===== src/rtl/rlwe_enc_param.sv =====
// Ring-LWE encryption core over Z_P[x]/(x^N+1): loads r0/r1/r2, message and public key,
// runs a schoolbook negacyclic MAC per output coefficient and streams (c0,c1) with backpressure.
module rlwe_enc_param #(
  parameter int P       = 17,
  parameter int LOGP    = 5,
  parameter int N       = 8,
  parameter int LOGN    = 3,
  parameter int T_SCALE = 8
) (
  input  logic            clk,
  input  logic            reset,
  input  logic            start,
  input  logic            gaussian_valid,
  input  logic [LOGP-1:0] gaussian_in,
  input  logic            msg_valid,
  input  logic [N-1:0]    message,
  input  logic            key_valid,
  input  logic [LOGP-1:0] pub_key_a,
  input  logic [LOGP-1:0] pub_key_b,
  input  logic            out_ready,
  output logic            cipher_valid,
  output logic [LOGP-1:0] cipher_c0,
  output logic [LOGP-1:0] cipher_c1,
  output logic            busy,
  output logic            done
);
  localparam int NUM_LANES = 2;
  localparam logic [LOGN+1:0] LAST_S = (LOGN+2)'(3*N-1);
  localparam logic [LOGN+1:0] LAST_N = (LOGN+2)'(N-1);
  localparam logic [LOGN+1:0] CNT1   = (LOGN+2)'(1);
  localparam logic [LOGN-1:0] K_LAST = LOGN'(N-1);
  localparam logic [LOGN-1:0] K1     = LOGN'(1);
  localparam logic [LOGN:0]   J1     = (LOGN+1)'(1);
  localparam logic [LOGP:0]   P1     = (LOGP+1)'(P);
  localparam logic [LOGP+1:0] P2     = (LOGP+2)'(P);
  localparam logic [LOGP+1:0] T2     = (LOGP+2)'(T_SCALE);

  typedef enum logic [2:0] {IDLE, LOAD_R, LOAD_M, LOAD_K, MAC, OUT} state_t;
  state_t state;

  logic [LOGN+1:0] cnt;
  logic [LOGN-1:0] k;
  logic [LOGN:0]   j;
  logic [NUM_LANES-1:0][LOGP-1:0] acc, lane_coef, lane_nxt;

  logic [LOGP-1:0] r0_mem [N];
  logic [LOGP-1:0] r1_mem [N];
  logic [LOGP-1:0] r2_mem [N];
  logic [LOGP-1:0] a_mem  [N];
  logic [LOGP-1:0] b_mem  [N];
  logic [LOGP-1:0] c0_mem [N];
  logic [LOGP-1:0] c1_mem [N];
  logic [N-1:0]    msg;

  logic [LOGN-1:0] jj, idx, ix, o_nxt;
  logic            fin, neg;
  logic [LOGP-1:0] r_sel, c0_fin, c1_fin;
  logic [LOGP:0]   c1_sum;
  logic [LOGP+1:0] c0_sum;

  // j == N marks the finalize slot that closes each output coefficient
  always_comb begin
    jj           = j[LOGN-1:0];
    fin          = j[LOGN];
    idx          = k - jj;
    neg          = jj > k;
    ix           = cnt[LOGN-1:0];
    o_nxt        = ix + K1;
    r_sel        = r0_mem[idx];
    lane_coef[0] = a_mem[jj];
    lane_coef[1] = b_mem[jj];
    c1_sum       = {1'b0, acc[0]} + {1'b0, r1_mem[k]};
    c1_fin       = (c1_sum >= P1) ? LOGP'(c1_sum - P1) : LOGP'(c1_sum);
    c0_sum       = {2'b0, acc[1]} + {2'b0, r2_mem[k]} + (msg[k] ? T2 : '0);
    c0_fin       = LOGP'(c0_sum % P2);
  end

  genvar g;
  generate
    for (g = 0; g < NUM_LANES; g++) begin : g_lane
      rlwe_mac_lane #(.P(P), .LOGP(LOGP)) u_lane (
        .acc  (acc[g]),
        .coef (lane_coef[g]),
        .r    (r_sel),
        .neg  (neg),
        .nxt  (lane_nxt[g])
      );
    end
  endgenerate

  // Coefficient storage is deliberately not reset
  always_ff @(posedge clk) begin
    if (state == LOAD_R && gaussian_valid) begin
      case (cnt[LOGN+1:LOGN])
        2'd0:    r0_mem[ix] <= gaussian_in;
        2'd1:    r1_mem[ix] <= gaussian_in;
        default: r2_mem[ix] <= gaussian_in;
      endcase
    end
    if (state == LOAD_M && msg_valid) msg <= message;
    if (state == LOAD_K && key_valid) begin
      a_mem[ix] <= pub_key_a;
      b_mem[ix] <= pub_key_b;
    end
    if (state == MAC && fin) begin
      c0_mem[k] <= c0_fin;
      c1_mem[k] <= c1_fin;
    end
  end

  always_ff @(posedge clk or negedge reset) begin
    if (!reset) begin
      state        <= IDLE;
      cnt          <= '0;
      k            <= '0;
      j            <= '0;
      acc          <= '0;
      cipher_valid <= 1'b0;
      cipher_c0    <= '0;
      cipher_c1    <= '0;
      busy         <= 1'b0;
      done         <= 1'b0;
    end else begin
      done <= 1'b0;
      case (state)
        IDLE: if (start && !done) begin
          state <= LOAD_R;
          busy  <= 1'b1;
          cnt   <= '0;
        end
        LOAD_R: if (gaussian_valid) begin
          if (cnt == LAST_S) begin
            cnt   <= '0;
            state <= LOAD_M;
          end else cnt <= cnt + CNT1;
        end
        LOAD_M: if (msg_valid) state <= LOAD_K;
        LOAD_K: if (key_valid) begin
          if (cnt == LAST_N) begin
            cnt   <= '0;
            k     <= '0;
            j     <= '0;
            acc   <= '0;
            state <= MAC;
          end else cnt <= cnt + CNT1;
        end
        MAC: if (fin) begin
          acc <= '0;
          j   <= '0;
          k   <= k + K1;
          if (k == K_LAST) begin
            state        <= OUT;
            cipher_valid <= 1'b1;
            cipher_c0    <= c0_mem[0];
            cipher_c1    <= c1_mem[0];
          end
        end else begin
          acc <= lane_nxt;
          j   <= j + J1;
        end
        OUT: if (out_ready) begin
          if (cnt == LAST_N) begin
            cnt          <= '0;
            cipher_valid <= 1'b0;
            cipher_c0    <= '0;
            cipher_c1    <= '0;
            busy         <= 1'b0;
            done         <= 1'b1;
            state        <= IDLE;
          end else begin
            cnt       <= cnt + CNT1;
            cipher_c0 <= c0_mem[o_nxt];
            cipher_c1 <= c1_mem[o_nxt];
          end
        end
        default: state <= IDLE;
      endcase
    end
  end
endmodule

// One modular multiply-accumulate step: nxt = (acc +/- coef*r) mod P, all values in [0,P-1].
module rlwe_mac_lane #(
  parameter int P    = 17,
  parameter int LOGP = 5
) (
  input  logic [LOGP-1:0] acc,
  input  logic [LOGP-1:0] coef,
  input  logic [LOGP-1:0] r,
  input  logic            neg,
  output logic [LOGP-1:0] nxt
);
  localparam logic [2*LOGP-1:0] PM = (2*LOGP)'(P);
  localparam logic [LOGP:0]     PS = (LOGP+1)'(P);

  logic [2*LOGP-1:0] prod;
  logic [LOGP-1:0]   pm;
  logic [LOGP:0]     sum, dif;

  always_comb begin
    prod = {{LOGP{1'b0}}, coef} * {{LOGP{1'b0}}, r};
    pm   = LOGP'(prod % PM);
    sum  = {1'b0, acc} + {1'b0, pm};
    dif  = {1'b0, acc} - {1'b0, pm};
    if (neg) nxt = (acc < pm) ? LOGP'(dif + PS) : LOGP'(dif);
    else     nxt = (sum >= PS) ? LOGP'(sum - PS) : LOGP'(sum);
  end
endmodule

===== config.mk =====
export PLATFORM = sky130hd
export DESIGN_NAME = rlwe_enc_param
export DESIGN_NICKNAME = d
export VERILOG_FILES = /design/src/rtl/rlwe_enc_param.sv
export SDC_FILE = /design/constraint.sdc
export NUM_CORES = 1
export LEC_CHECK = 0
export CAP_MARGIN = 30
export CORE_UTILIZATION = 35
export DETAILED_ROUTE_END_ITERATION = 8
export GPL_TIMING_DRIVEN = 1
export MAX_ROUTING_LAYER = met4
export SLEW_MARGIN = 0
export SYNTH_ARGS = -nofsm -noshare
export SYNTH_HDL_FRONTEND = slang
export SYNTH_HIERARCHICAL = 1
export SYNTH_SLANG_ARGS = --single-unit

===== constraint.sdc =====
create_clock -name clk -period 15.84 [get_ports clk]
set_clock_uncertainty 0.1 [all_clocks]
set_input_delay 4.752 -clock clk [delete_from_list [all_inputs] [get_ports clk]]
set_output_delay 4.752 -clock clk [all_outputs]
set_load 0.1 [all_outputs]

After elaboration in Yosys (flattened, before gate mapping)
Memory sizes are Yosys's and may differ from the RTL's. Index checks and enable logic that the tools add are counted.

Bits in registers: 46. Logic and storage cells: 159. Bits of input ports: 30. Memories kept: 7. Memory bits (writable): 280.

Memories: a_mem (words 8, bits a word 5, read ports 1, clocked after Yosys merged registers in 0, wr ports 1, line 49) `logic [LOGP-1:0] a_mem [N];`; b_mem (words 8, bits a word 5, read ports 1, clocked after Yosys merged registers in 0, wr ports 1, line 50) `logic [LOGP-1:0] b_mem [N];`; c0_mem (words 8, bits a word 5, read ports 2, clocked after Yosys merged registers in 0, wr ports 1, line 51) `logic [LOGP-1:0] c0_mem [N];`; c1_mem (words 8, bits a word 5, read ports 2, clocked after Yosys merged registers in 0, wr ports 1, line 52) `logic [LOGP-1:0] c1_mem [N];`; r0_mem (words 8, bits a word 5, read ports 1, clocked after Yosys merged registers in 0, wr ports 1, line 46) `logic [LOGP-1:0] r0_mem [N];`; r1_mem (words 8, bits a word 5, read ports 1, clocked after Yosys merged registers in 0, wr ports 1, line 47) `logic [LOGP-1:0] r1_mem [N];`; 1 more memories.

Add/subtract/negate cells: 17. Divide/modulo/power cells: 3. Multiply operators: 2. Equal/unequal tests: 19. Muxes and demuxes: 72. Magnitude comparators: 7. Reductions and logical operators: 20.

Operators by type and width (number): $mux W5 (21); $mux W3 (12); $mux W10 (3); $add A5 B5 Y6 (4); $mux W1 (22); $mod A10 B5 Y10 const B (2); $mul A5 B5 Y10 (2); $pmux W10 S2 (1); $pmux W5 S2 (2); $pmux W5 S4 (1); $ge A6 B5 Y1 const B (3); $pmux W3 S6 (1); $mux W4 (4); $sub A5 B5 Y5 const B (3); $ne A2 B2 Y1 const B (7); $reduce_and A4 Y1 (3); $add A5 B5 Y5 const B (2); $lt A5 B5 Y1 (2); $reduce_and A10 Y1 (1); $reduce_and A5 Y1 (2); $sub A5 B5 Y5 (2); $eq A3 B3 Y1 const B (3); $pmux W4 S2 (1); $add A6 B4 Y7 (1); 24 further kinds (35).

Depth between registers and ports, before layout
An unclocked memory read counts as a cell.

Depth in word-level cells: 10. Gate-level depth with buffers: 50. Gate-level depth less buffers: 45.

By module
The synthesis kept the hierarchy.

Modules (own cells, without submodules): rlwe_enc_param (cells each 870, seq. area each 9599.2 um2, area each 13984.7 um2, instances 1); rlwe_mac_lane (g_lane[0].u_lane) (cells each 370, seq. area each 0.0 um2, area each 2798.9 um2, instances 1); rlwe_mac_lane (g_lane[1].u_lane) (cells each 352, seq. area each 0.0 um2, area each 2708.8 um2, instances 1).

Worst setup path before layout
No wires, ideal clock.

Path type: register -> register. From: register k[0]. To: register acc[3] in the netlist's numbering. Data arrival time: 10967 ps. Stages on the path, launching flop included: 48. Clock period less this slack: 11188 ps. Slack: 4652 ps. Library setup time: 121 ps. Path through: dfrtp_1 clkbuf_1 inv_1 clkbuf_1 ha_1 fa_1 buf_1 mux4_2 mux2_2 nand2_1 fa_1 fa_1 fa_1 inv_1 ha_1 or2_1 buf_6 a41o_4 [... 12 more ...] ha_1 nand2b_1 o21ai_0 o221ai_2 nor2_2 xnor2_1 ha_1 inv_1 fa_1 ha_1 nand3_1 nor2_1 o21ai_0 nand4_1 xor2_1 nor2_1 a21oi_1 a22o_1.

RTL lines: from (decl) (line 42) `logic [LOGN-1:0] k;`; from (signal assigned) (line 150) `k <= k + K1;`; to (signal assigned) (line 158) `acc <= lane_nxt;`; to (decl) (line 44) `logic [NUM_LANES-1:0][LOGP-1:0] acc, lane_coef, lane_nxt;`.

==> impl_metrics.env <==
export IMPL_status="completed"
export IMPL_yosys_area_share_simple_pct=12.72
export IMPL_clockBufferDepth=3
export IMPL_htreeDepth=2
export IMPL_ys_warn_count=6
export IMPL_critical_path_class="flop to flop"
export IMPL_finalCritPeriodShare_pct=80.08
export IMPL_core_sq_mm=0.05509
export IMPL_setup_viol=0
export IMPL_cp_num_buf_inv=4
export IMPL_dieArea_sq_mm=0.05664
export IMPL_ys_types=120
export IMPL_cp_arrival_ns=13.01
export IMPL_grt_use_total_pct=16.05
export IMPL_grt_setup_unrepaired="false"
export IMPL_finalSetupTns_ns=0
export IMPL_period_minus_slack_ns=12.68
export IMPL_r2r_start="k[0]"
export IMPL_cap_violations=0
export IMPL_synth_compound_area_share_pct=13.67
export IMPL_worst_path_largest_cell_delay_ns=0.82
export IMPL_hold_viol_final=0
export IMPL_design_area_sq_mm=0.02198
export IMPL_cp_slowest_cell="fa_1"
export IMPL_rows=86
export IMPL_ctsHoldBuffers=0
export IMPL_synthFlopType="edfxtp_1"
export IMPL_drc_errors=0
export IMPL_dieHeight_microns=238.0
export IMPL_drtPass1Iterations=9
export IMPL_clk_latency_ns=0.52
export IMPL_yosys_area_top_type_share_pct=44.37
export IMPL_hold_path_startpoint="cipher_c1[2]"
export IMPL_synth_area_leaders="edfxtp_1 44%, mux4_2 7.0%, ha_1 6.3%"
export IMPL_antenna_found_initial=0
export IMPL_clk_pin_slew_ns=0.07
export IMPL_hold_class="flop to flop"
export IMPL_cts_tree="built"
export IMPL_crit_top_cell="ha_1"
export IMPL_numCtsBuffers=34
export IMPL_die_w_microns=238.0
export IMPL_cp_max_fo=25
export IMPL_yosysTopAreaCell="edfxtp_1"
export IMPL_yosysMostFrequentCell="edfxtp_1"
export IMPL_async_flop_share_pct=11.66
export IMPL_placed_cell_area_sq_mm=0.02082
export IMPL_ys_ff_latch=326
export IMPL_dp_hpwl_microns=32450
export IMPL_grt_max_degree=44
export IMPL_portBuffers=42
export IMPL_synth_commonest_cells="288 x edfxtp_1, 138 x nor2_1, 131 x nand2_1, 98 x ha_1, 67 x inv_1"
export IMPL_grt_pass1_wl_microns=70320
export IMPL_synthMuxAreaShare_pct=9.975
export IMPL_vias=12949
export IMPL_critPathLaunchType="flop"
export IMPL_max_slew_margin_pct=31.05
export IMPL_io_pins=43
export IMPL_cp_end_kind="flop"
export IMPL_synth_top_family_by_area="compound AO/OA/AOI/OAI gates"
export IMPL_syn_area_sq_mm=0.01949
export IMPL_max_freq_ghz=0.07884
export IMPL_cts_resized_gates=0
export IMPL_cp_top_family="adder cells"
export IMPL_cts_root_buf="clkbuf_16"
export IMPL_syn_num_nets=1746
export IMPL_start_util_pct=35.38
export IMPL_grt_overflow_total=0
export IMPL_area_growth_pct=12.77
export IMPL_synth_fa_ha_area_share_pct=8.961
export IMPL_antenna_cells=0
export IMPL_postRouteAntennaNets=0
export IMPL_synth_xor_xnor_area_share_pct=2.959
export IMPL_synth_edf_count=288
export IMPL_wire_per_inst_microns=18.33
export IMPL_routed_wl_microns=44320
export IMPL_post_cts_buffers=0
export IMPL_syn_inst=1592
export IMPL_worst_pin_slew_ns=1.031
export IMPL_drive_above_1_share_pct=14.49
export IMPL_drt_iter0_drc=983
export IMPL_seq_area_frac_synth_pct=49.25
export IMPL_critPathLaunch="k[0]"
export IMPL_avgSynthCellArea_sq_um=12.24
export IMPL_place_congestion=0.8901
export IMPL_cts_sinks=326
export IMPL_first_global_vias=12784
export IMPL_vias_per_cell=5.355
export IMPL_crit_required_ns=16.16
export IMPL_final_nets=1800
export IMPL_report_final_slew_viol_count=0
-- flip-flops by register name, indices dropped and copies added, names as in the netlist, 4 cells and up --
| name | count |
|---|---|
| a_mem | 40 |
| acc | 10 |
| b_mem | 40 |
| c0_mem | 40 |
| c1_mem | 40 |
| cipher_c0 | 5 |
| cipher_c1 | 5 |
| cnt | 5 |
| j | 4 |
| msg | 8 |
| r0_mem | 40 |
| r1_mem | 40 |
| r2_mem | 40 |
-- cells in the final DEF (no fill, tap or decap), types with 7 or more instances in the layout --
cell	instances
a211oi_1	13
a21o_1	15
a21oi_1	66
a22o_1	18
a22oi_1	15
a31oi_1	7
and2_1	44
and3_1	16
buf_4	22
clkbuf_16	35
clkdlybuf4s50_1	41
dfrtp_1	37
edfxtp_1	288
fa_1	26
ha_1	98
inv_1	67
mux2_2	22
mux2i_1	27
mux4_2	61
nand2_1	131
nand2b_1	17
nand3_1	22
nand4_1	9
nor2_1	138
nor2b_1	8
nor3_1	33
nor3b_1	8
o211ai_1	17
o21a_1	14
o21ai_0	54
o21ai_1	13
o22ai_1	10
or2_2	9
or3_1	11
xnor2_1	39
xor2_1	20
-- routing by layer --
metal / vias to the layer above / global-route usage (%) / share of wire, %
met4: 0 / 3.263 / 1.3
met5: - / - / 0
met2: 254 / 26.24 / 49
li1: 6179 / - / -
met3: 46 / 1.724 / 3.6
met1: 6470 / 21.66 / 47
-- worst paths after layout --
kind,to,slack (ns),depth (start not counted)
max,acc[8],3.16,42
min,cipher_c1[2],0.43,2
max reg2reg,acc[8],3.16,42
min reg2reg,cipher_c1[2],0.43,2
max in group asynchronous,k[2],11.24,2
min in group asynchronous,cipher_c1[4],3.95,1
-- cell families (layout without fill, tap and decap cells) --
logic type	count (synthesis)	after routing
AND/OR/NAND/NOR	494	494
multiplexers	114	114
adder cells (fa/ha/maj)	124	124
AO/OA/AOI/OAI	352	352
buffers and inverters	120	198
XOR/XNOR	62	62
flip-flops	326	326
-- stage by stage --
step	setup WS (ns)	instances	utilization (%)	hold WS (ns)
after floorplan	4.652	1592	-	0.3909
after global placement	3.869	2342	37.59	0.4094
after detailed placement	3.311	2355	37.80	0.4245
after CTS	3.280	2415	39.82	0.4384
after global routing	2.383	2418	39.90	0.4602
final	3.156	2418	39.90	0.4291
-- layout make-up --
class,instances,area [sq um]
flip-flops and latches,326,9600
multi-input cells,1146,9413
repair buffers,70,660.6
clock buffers,40,894.6
fillers,5231,33110
clock inverters,20,222.7
inverters,68,255.2
well taps,748,935.9
-- worst register-to-register path: cells and delay by family, from the launching register on --
kind	cells	cell delay, ns
AO/OA/AOI/OAI	10	2.49
XOR/XNOR	4	1.56
adder cells (fa/ha/maj)	11	4.62
buffers and inverters	4	0.69
flip-flops	1	0.32
multiplexers	3	1.08
AND/OR/NAND/NOR	10	1.76
Power is left out: the tool's default activity adds up to more than one toggle a clock period on the data nets, which glitch-free logic cannot reach.
